### src/rtl/shift_seq.sv
// Multi-cycle shifter: one single-bit step per clock, with sticky sign-change overflow.
// A new request is accepted in IDLE or DONE; requests arriving while busy are dropped.
module shift_seq #(
    parameter int WIDTH = 16,
    parameter int AMT_W = 4
) (
    input  logic             clk,
    input  logic             rst_n,
    input  logic             start,
    input  logic [1:0]       mode,
    input  logic [AMT_W-1:0] amt,
    input  logic [WIDTH-1:0] a,
    output logic             busy,
    output logic             done,
    output logic [WIDTH-1:0] y,
    output logic             of
);

    typedef enum logic [1:0] {
        IDLE  = 2'b00,
        SHIFT = 2'b01,
        DONE  = 2'b10
    } state_t;

    localparam logic [1:0] MODE_LSL = 2'b00;
    localparam logic [1:0] MODE_LSR = 2'b01;
    localparam logic [1:0] MODE_ASL = 2'b10;
    localparam logic [1:0] MODE_ASR = 2'b11;

    state_t                  state, state_nxt;
    logic signed [WIDTH-1:0] acc, acc_nxt, step_v;
    logic        [AMT_W-1:0] cnt, cnt_nxt;
    logic        [1:0]       mode_r, mode_nxt;
    logic                    of_r, of_nxt;

    // Single-bit step; left shifts are identical for logical and arithmetic modes.
    function automatic logic signed [WIDTH-1:0] shift_step(
        input logic signed [WIDTH-1:0] cur,
        input logic        [1:0]       m
    );
        case (m)
            MODE_LSR: shift_step = {1'b0, cur[WIDTH-1:1]};
            MODE_ASR: shift_step = cur >>> 1;
            MODE_LSL,
            MODE_ASL: shift_step = {cur[WIDTH-2:0], 1'b0};
            default:  shift_step = cur;
        endcase
    endfunction

    always_ff @(posedge clk) begin
        if (!rst_n) begin
            state  <= IDLE;
            acc    <= '0;
            cnt    <= '0;
            mode_r <= MODE_LSL;
            of_r   <= 1'b0;
        end else begin
            state  <= state_nxt;
            acc    <= acc_nxt;
            cnt    <= cnt_nxt;
            mode_r <= mode_nxt;
            of_r   <= of_nxt;
        end
    end

    always_comb begin
        state_nxt = state;
        acc_nxt   = acc;
        cnt_nxt   = cnt;
        mode_nxt  = mode_r;
        of_nxt    = of_r;
        step_v    = shift_step(acc, mode_r);
        case (state)
            IDLE, DONE: begin
                if (start) begin
                    acc_nxt   = $signed(a);
                    cnt_nxt   = amt;
                    mode_nxt  = mode;
                    of_nxt    = 1'b0;
                    state_nxt = (amt == '0) ? DONE : SHIFT;
                end else if (state == DONE) begin
                    state_nxt = IDLE;
                end
            end
            SHIFT: begin
                acc_nxt = step_v;
                of_nxt  = of_r | (acc[WIDTH-1] ^ step_v[WIDTH-1]);
                cnt_nxt = cnt - AMT_W'(1);
                if (cnt == AMT_W'(1)) begin
                    state_nxt = DONE;
                end
            end
            default: state_nxt = IDLE;
        endcase
    end

    assign busy = (state == SHIFT);
    assign done = (state == DONE);
    assign y    = acc;
    assign of   = of_r;

endmodule

### config.mk
export PLATFORM = sky130hd
export DESIGN_NAME = shift_seq
export DESIGN_NICKNAME = d
export VERILOG_FILES = /design/src/rtl/shift_seq.sv
export SDC_FILE = /design/constraint.sdc
export NUM_CORES = 1
export LEC_CHECK = 0
export BUFFER_PORTS_ARGS = -buffer_cell sky130_fd_sc_hd__buf_2
export CAP_MARGIN = 20
export CORE_MARGIN = 3
export CORE_UTILIZATION = 45
export DETAILED_ROUTE_END_ITERATION = 12
export HOLD_SLACK_MARGIN = 0.12
export PLACE_DENSITY_LB_ADDON = 0.05
export SLEW_MARGIN = 20
export SYNTH_ARGS = -nofsm -noshare
export SYNTH_HDL_FRONTEND = slang
export SYNTH_SLANG_ARGS = --single-unit
### constraint.sdc
create_clock -name clk -period 1.2 [get_ports clk]
set_input_delay 0.12 -clock clk [delete_from_list [all_inputs] [get_ports clk]]
set_output_delay 0.12 -clock clk [all_outputs]
set_load 0.01 [all_outputs]
Yosys cells after proc, flatten, opt, wreduce, memory -nomap -nowiden --
Index checks and enable logic that the tools add are counted.
Word-level totals: bits in registers 25
Cells by class: add/sub/neg operators 1, eq/ne operators 9, mux-type cells 12, bitwise logic cells 2, reduce and logical (&&, ||, !) cells 9
Operators with widths (number):
- case mux 16 bit (3 select lines) | 1
- case mux 16 bit (2 select lines) | 1
- two-way mux 16 bit | 1
- two-way mux 2 bit | 4
- case mux 4 bit (2 select lines) | 1
- == test 2 bit, second input constant | 3
- AND reduction 2 bit | 3
- == test 2 x 1 -> 1 bit, second input constant | 2
- == test 4 x 1 -> 1 bit, second input constant | 1
- logical NOT 2 bit | 2
- logical NOT 4 bit | 1
- two-way mux 4 bit | 1
- case mux 2 bit (2 select lines) | 1
- OR reduction 2 bit | 2
- subtractor 4 x 1 -> 4 bit, second input constant | 1
- != test 3 bit, second input constant | 1
- != test 2 x 1 -> 1 bit, second input constant | 1
- != test 2 bit, second input constant | 1
- case mux 1 bit (2 select lines) | 1
- nonzero test 2 bit | 1
- two-way mux 1 bit | 1
- OR 1 bit | 1
- bitwise XOR 1 bit | 1

Logic depth before layout (Yosys ltp) --
depth after elaboration 6, mapped depth 6

Worst setup path before layout --
No wires, ideal clock.
path type reg2reg, from register mode_r[0], to register acc[1], in the netlist y[1], setup time 123 ps, arrival 1083 ps, required time 1077 ps, path slack -6 ps, stages on the path, launching flop included 6, path buffers 2, clock period less this slack 1206 ps, cells stage by stage dfxtp_1 > buf_6 > buf_6 > mux2_2 > a22oi_1 > a21oi_1
On the way: word-level cells in the longest chain between the ends 4, elaborated cells between the ends (all ways) 7
Ends and longest elaborated chain:
- start, declared | RTL line 33 | logic [1:0] mode_r, mode_nxt;
- start signal, assigned | RTL line 61 | mode_r <= mode_nxt;
- == test 2 bit or logical NOT 2 bit (tied branches) | RTL line 41 | case (m)
- OR reduction 2 bit | RTL line 41
- case mux 16 bit (3 select lines) * | RTL line 41
- case mux 16 bit (2 select lines) * | RTL line 73 | case (state)
- end signal, assigned | RTL line 59 | acc <= acc_nxt;
- end, declared | RTL line 31 | logic signed [WIDTH-1:0] acc, acc_nxt, step_v;
Every way passes the cells marked *; elsewhere a longest branch is shown, timed or not. A chain may end at the register's enable or synchronous reset.

Worst setup path after layout --
from register state[1], to register cnt[3]
On the way: word-level cells in the longest chain between the ends 4, elaborated cells between the ends (all ways) 8
Ends and longest elaborated chain:
- start, declared | RTL line 30 | state_t state, state_nxt;
- start signal, assigned | RTL line 58 | state <= state_nxt;
- == test 2 bit or logical NOT 2 bit (tied branches) | RTL line 73
- OR reduction 2 bit | RTL line 73
- != test 2 bit (no source line) or nonzero test 2 bit (tied branches)
- AND reduction 2 bit (no source line)
- end signal, assigned | RTL line 60 | cnt <= cnt_nxt;
- end, declared | RTL line 32 | logic [AMT_W-1:0] cnt, cnt_nxt;
Parallel ways exist; a longest one is shown, timed or not.

==> flow_summary_export.csv <==
group,metric,value,unit
sta,fin_ws,-0.0276,ns
critical_path,crit_family,"flip-flops",
layout,seq_area,510,um2
clock_tree,clk_pin_slew,0.13,ns
flow_run,cap_violations,0,
logic_synthesis,synth.avg_cell_area,9.08,um2
grt,gr-usage-met3,2.94,%
critical_path,r2r_start,"state[1]",
logic_synthesis,syn_nets,179,
layout,final_layout_size_suffix_gt1_share,46.9,%
sta,hold_viol,0,
layout,multiInputGateArea,866,um2
critical_path,max_stage_delay,0.35,ns
clock_tree,ctsRootBufferMaster,"clkbuf_4",
clock_tree,htree_levels,1,
placement,port-buffer-count,43,
grt,grt_pass1_vias,1330,
power,power.total,2.05,mW
sta,fin_hold_ws,0.146,ns
logic_synthesis,netlist.area_leader.share,36.3,%
clock_tree,cts_max_path_buffers,2,
sta,setup_violations,3,
die,die_x,61.4,um
die,rows,19,
die,ios,44,
critical_path,timing.critical_path.cells,"nand2b_4 -> buf_4 -> buf_4 -> a32oi_1 -> o311ai_1",
detailed_routing,drc,0,
logic_synthesis,synth-seq-cells,25,
sta,fin_skew,0.00464,ns
logic_synthesis,synth.area.top_cells,"dfxtp_1 (36%), mux2_2 (11%), a22oi_1 (7.1%)",
critical_path,worstSetupStartpoint,"state[1]",
logic_synthesis,synth_top_cell_by_area,"dfxtp_1",
critical_path,criticalPathCategory,"flip-flop to flip-flop",
placement,dp_hpwl,2590,um
grt,grt_pass1_wl,5930,um
placement,gp_congestion,0.797,
critical_path,slowest_stage,"dfxtp_2",
detailed_routing,drt-total-wl,3990,um
min_path,min_from,"a[14]",
logic_synthesis,ys_seq_area_share,36.3,%
grt,busiest_layer,"met2",
logic_synthesis,synthArstFlopShare,0,%
min_path,hold_class,"input pin to flip-flop",
power,powerDensity,987,mW/mm2
grt,antenna_found_initial,0,
detailed_routing,vias_per_cell,5.68,
sta,slew_violations,0,
critical_path,cp_max_fo,9,
grt,use_met1,25.1,%
clock_tree,cts_buffers,3,
grt,use_met2,38.2,%
grt,grt_usage,20.8,%
critical_path,crit_arrival,1.43,ns
logic_synthesis,syn_area,0.00138,mm2
power,p_leak,0.883,nW
sta,rsz0062_at_grt,"true",
die,start_util,48.8,%
detailed_routing,first_pass_iters,4,
layout,fillers,218,
layout,diodes,0,
logic_synthesis,synthDistinctLibCells,38,
critical_path,endpoint_kind,"flip-flop",
clock_tree,cts.sinks,25,
logic_synthesis,synthTopCellsByCount,"dfxtp_1 (25), nand3_1 (15), mux2_2 (14)",
status,violations,"setup timing",
logic_synthesis,yosysWarnings,0,
critical_path,cpMostUsedCell,"buf_4",
die,core,0.00283,mm2
die,die_area,0.00377,mm2
sta,fmax,0.815,GHz
grt,grt_max_degree,14,
logic_synthesis,synth-edff-count,0,
sta,fin_crit_sh,102,%
clock_tree,clk_latency,0.31,ns
status,status,"finished, violations left",
detailed_routing,initialDrtViolationCount,73,
detailed_routing,ant_nets,0,
critical_path,crit_required,1.40,ns
sta,maxSlewHeadroom,74.1,%
grt,overflow,0,
logic_synthesis,synth_ff_type,"dfxtp_1",
detailed_routing,routedWlPerCell,15.6,um
critical_path,cp_num_buf_inv,2,
clock_tree,tritoncts,"done",
layout,syn_to_final_growth,50.7,%
die,fp.dieH,61.4,um
sta,period_needed,1.23,ns
critical_path,critPathLaunchType,"flip-flop",
sta,worst_pin_slew,0.385,ns
layout,layout.nets,252,
logic_synthesis,synth.most_common_cell,"dfxtp_1",
power,vdd_drop_max,0.528,mV
logic_synthesis,synthCells,152,
detailed_routing,num_vias,1448,
-- worst register-to-register path: stages, from the launching register on --
cell and delay, ns:
dfxtp_2 0.35, nand2b_4 0.16, buf_4 0.14, buf_4 0.16
a32oi_1 0.20, o311ai_1 0.12
-- cell usage in the layout (no fill, tap or decap), types with 2 or more instances in the layout --
cell | netlist | final
nor2_1 | 2 | 2
a21oi_1 | 4 | 4
dfxtp_4 | 0 | 2
nand3_1 | 15 | 15
dlygate4sd3_1 | 0 | 20
a31oi_1 | 3 | 3
o21ai_0 | 3 | 3
a22oi_1 | 13 | 4
ha_1 | 2 | 2
buf_4 | 1 | 15
nand2_1 | 12 | 12
mux2_2 | 14 | 12
clkbuf_4 | 0 | 3
dfxtp_1 | 25 | 21
nor2b_1 | 4 | 2
a21boi_1 | 1 | 7
mux2_4 | 0 | 2
a22oi_2 | 0 | 9
inv_1 | 4 | 4
dfxtp_2 | 0 | 2
a21boi_0 | 11 | 5
buf_6 | 4 | 3
buf_2 | 7 | 42
nor3_1 | 3 | 2
-- per-layer routing --
| layer | up-vias | part of all wire (%) |
|---|---|---|
| met3 | 4 | 4.6 |
| met2 | 46 | 53 |
| li1 | 707 | - |
| met4 | 0 | 0.85 |
| met1 | 691 | 41 |
| met5 | - | 0 |
-- metrics by stage --
stage                     cells  setup TNS (ns)  instance area (um2)  worst slack, ns  util, %
after global routing        255          -0.737                 2080          -0.0680     73.5
after floorplan             152         -0.0176                 1380         -0.00585        -
final                       255         -0.0452                 2080          -0.0276     73.5
after global placement      227         -0.0375                 1670          -0.0352     58.9
after CTS                   248         -0.0279                 1900          -0.0167     67.1
after detailed placement    227          -0.176                 1670          -0.0553     58.9
-- where the power goes --
group	internal, mW	switching, mW	total, mW
Combinational	0.375	0.314	0.690
Clock	0.130	0.250	0.379
Sequential	0.905	0.0775	0.982
-- state kept, by name, indices dropped and copies added, names as in the netlist --
name	flops
mode_r	2
y	16
of	1
cnt	4
state	2
-- final timing paths --
path	to	slack (ns)	depth (start not counted)
worst min register to register	mode_r[1]	0.50	2
worst min-delay path	y[14]	0.15	3
worst max register to register	cnt[3]	-0.03	5
worst max-delay path	cnt[3]	-0.03	5
-- kinds of logic after synthesis --
kind of cell | Yosys count | share of synthesized area, %
buffers and inverters | 20 | 8.61
AOI/OAI and AO/OA | 45 | 23.9
muxes | 15 | 12.1
DFF | 25 | 36.3
adders and majority gates | 2 | 1.81
and+or+nand+nor | 45 | 17.2
-- cell type report --
cell class	instances	share of cell area [%]
timing repair buffer	83	29.7
clock buffer	4	1.26
inverter	5	1.02
tap	31	1.87
sequential	25	24.5
multi-input combinational	107	41.6
-- timing repair --
action                                  CTS  global route
endpoints found under the hold margin    15             5
gates cloned                              0             1
setup buffers                             2             1
endpoints found under the setup margin   21            21
hold buffers                             15             5
pin swaps                                 1             7
gates resized for setup                  14            28
(Power assumes the default switching activity.)
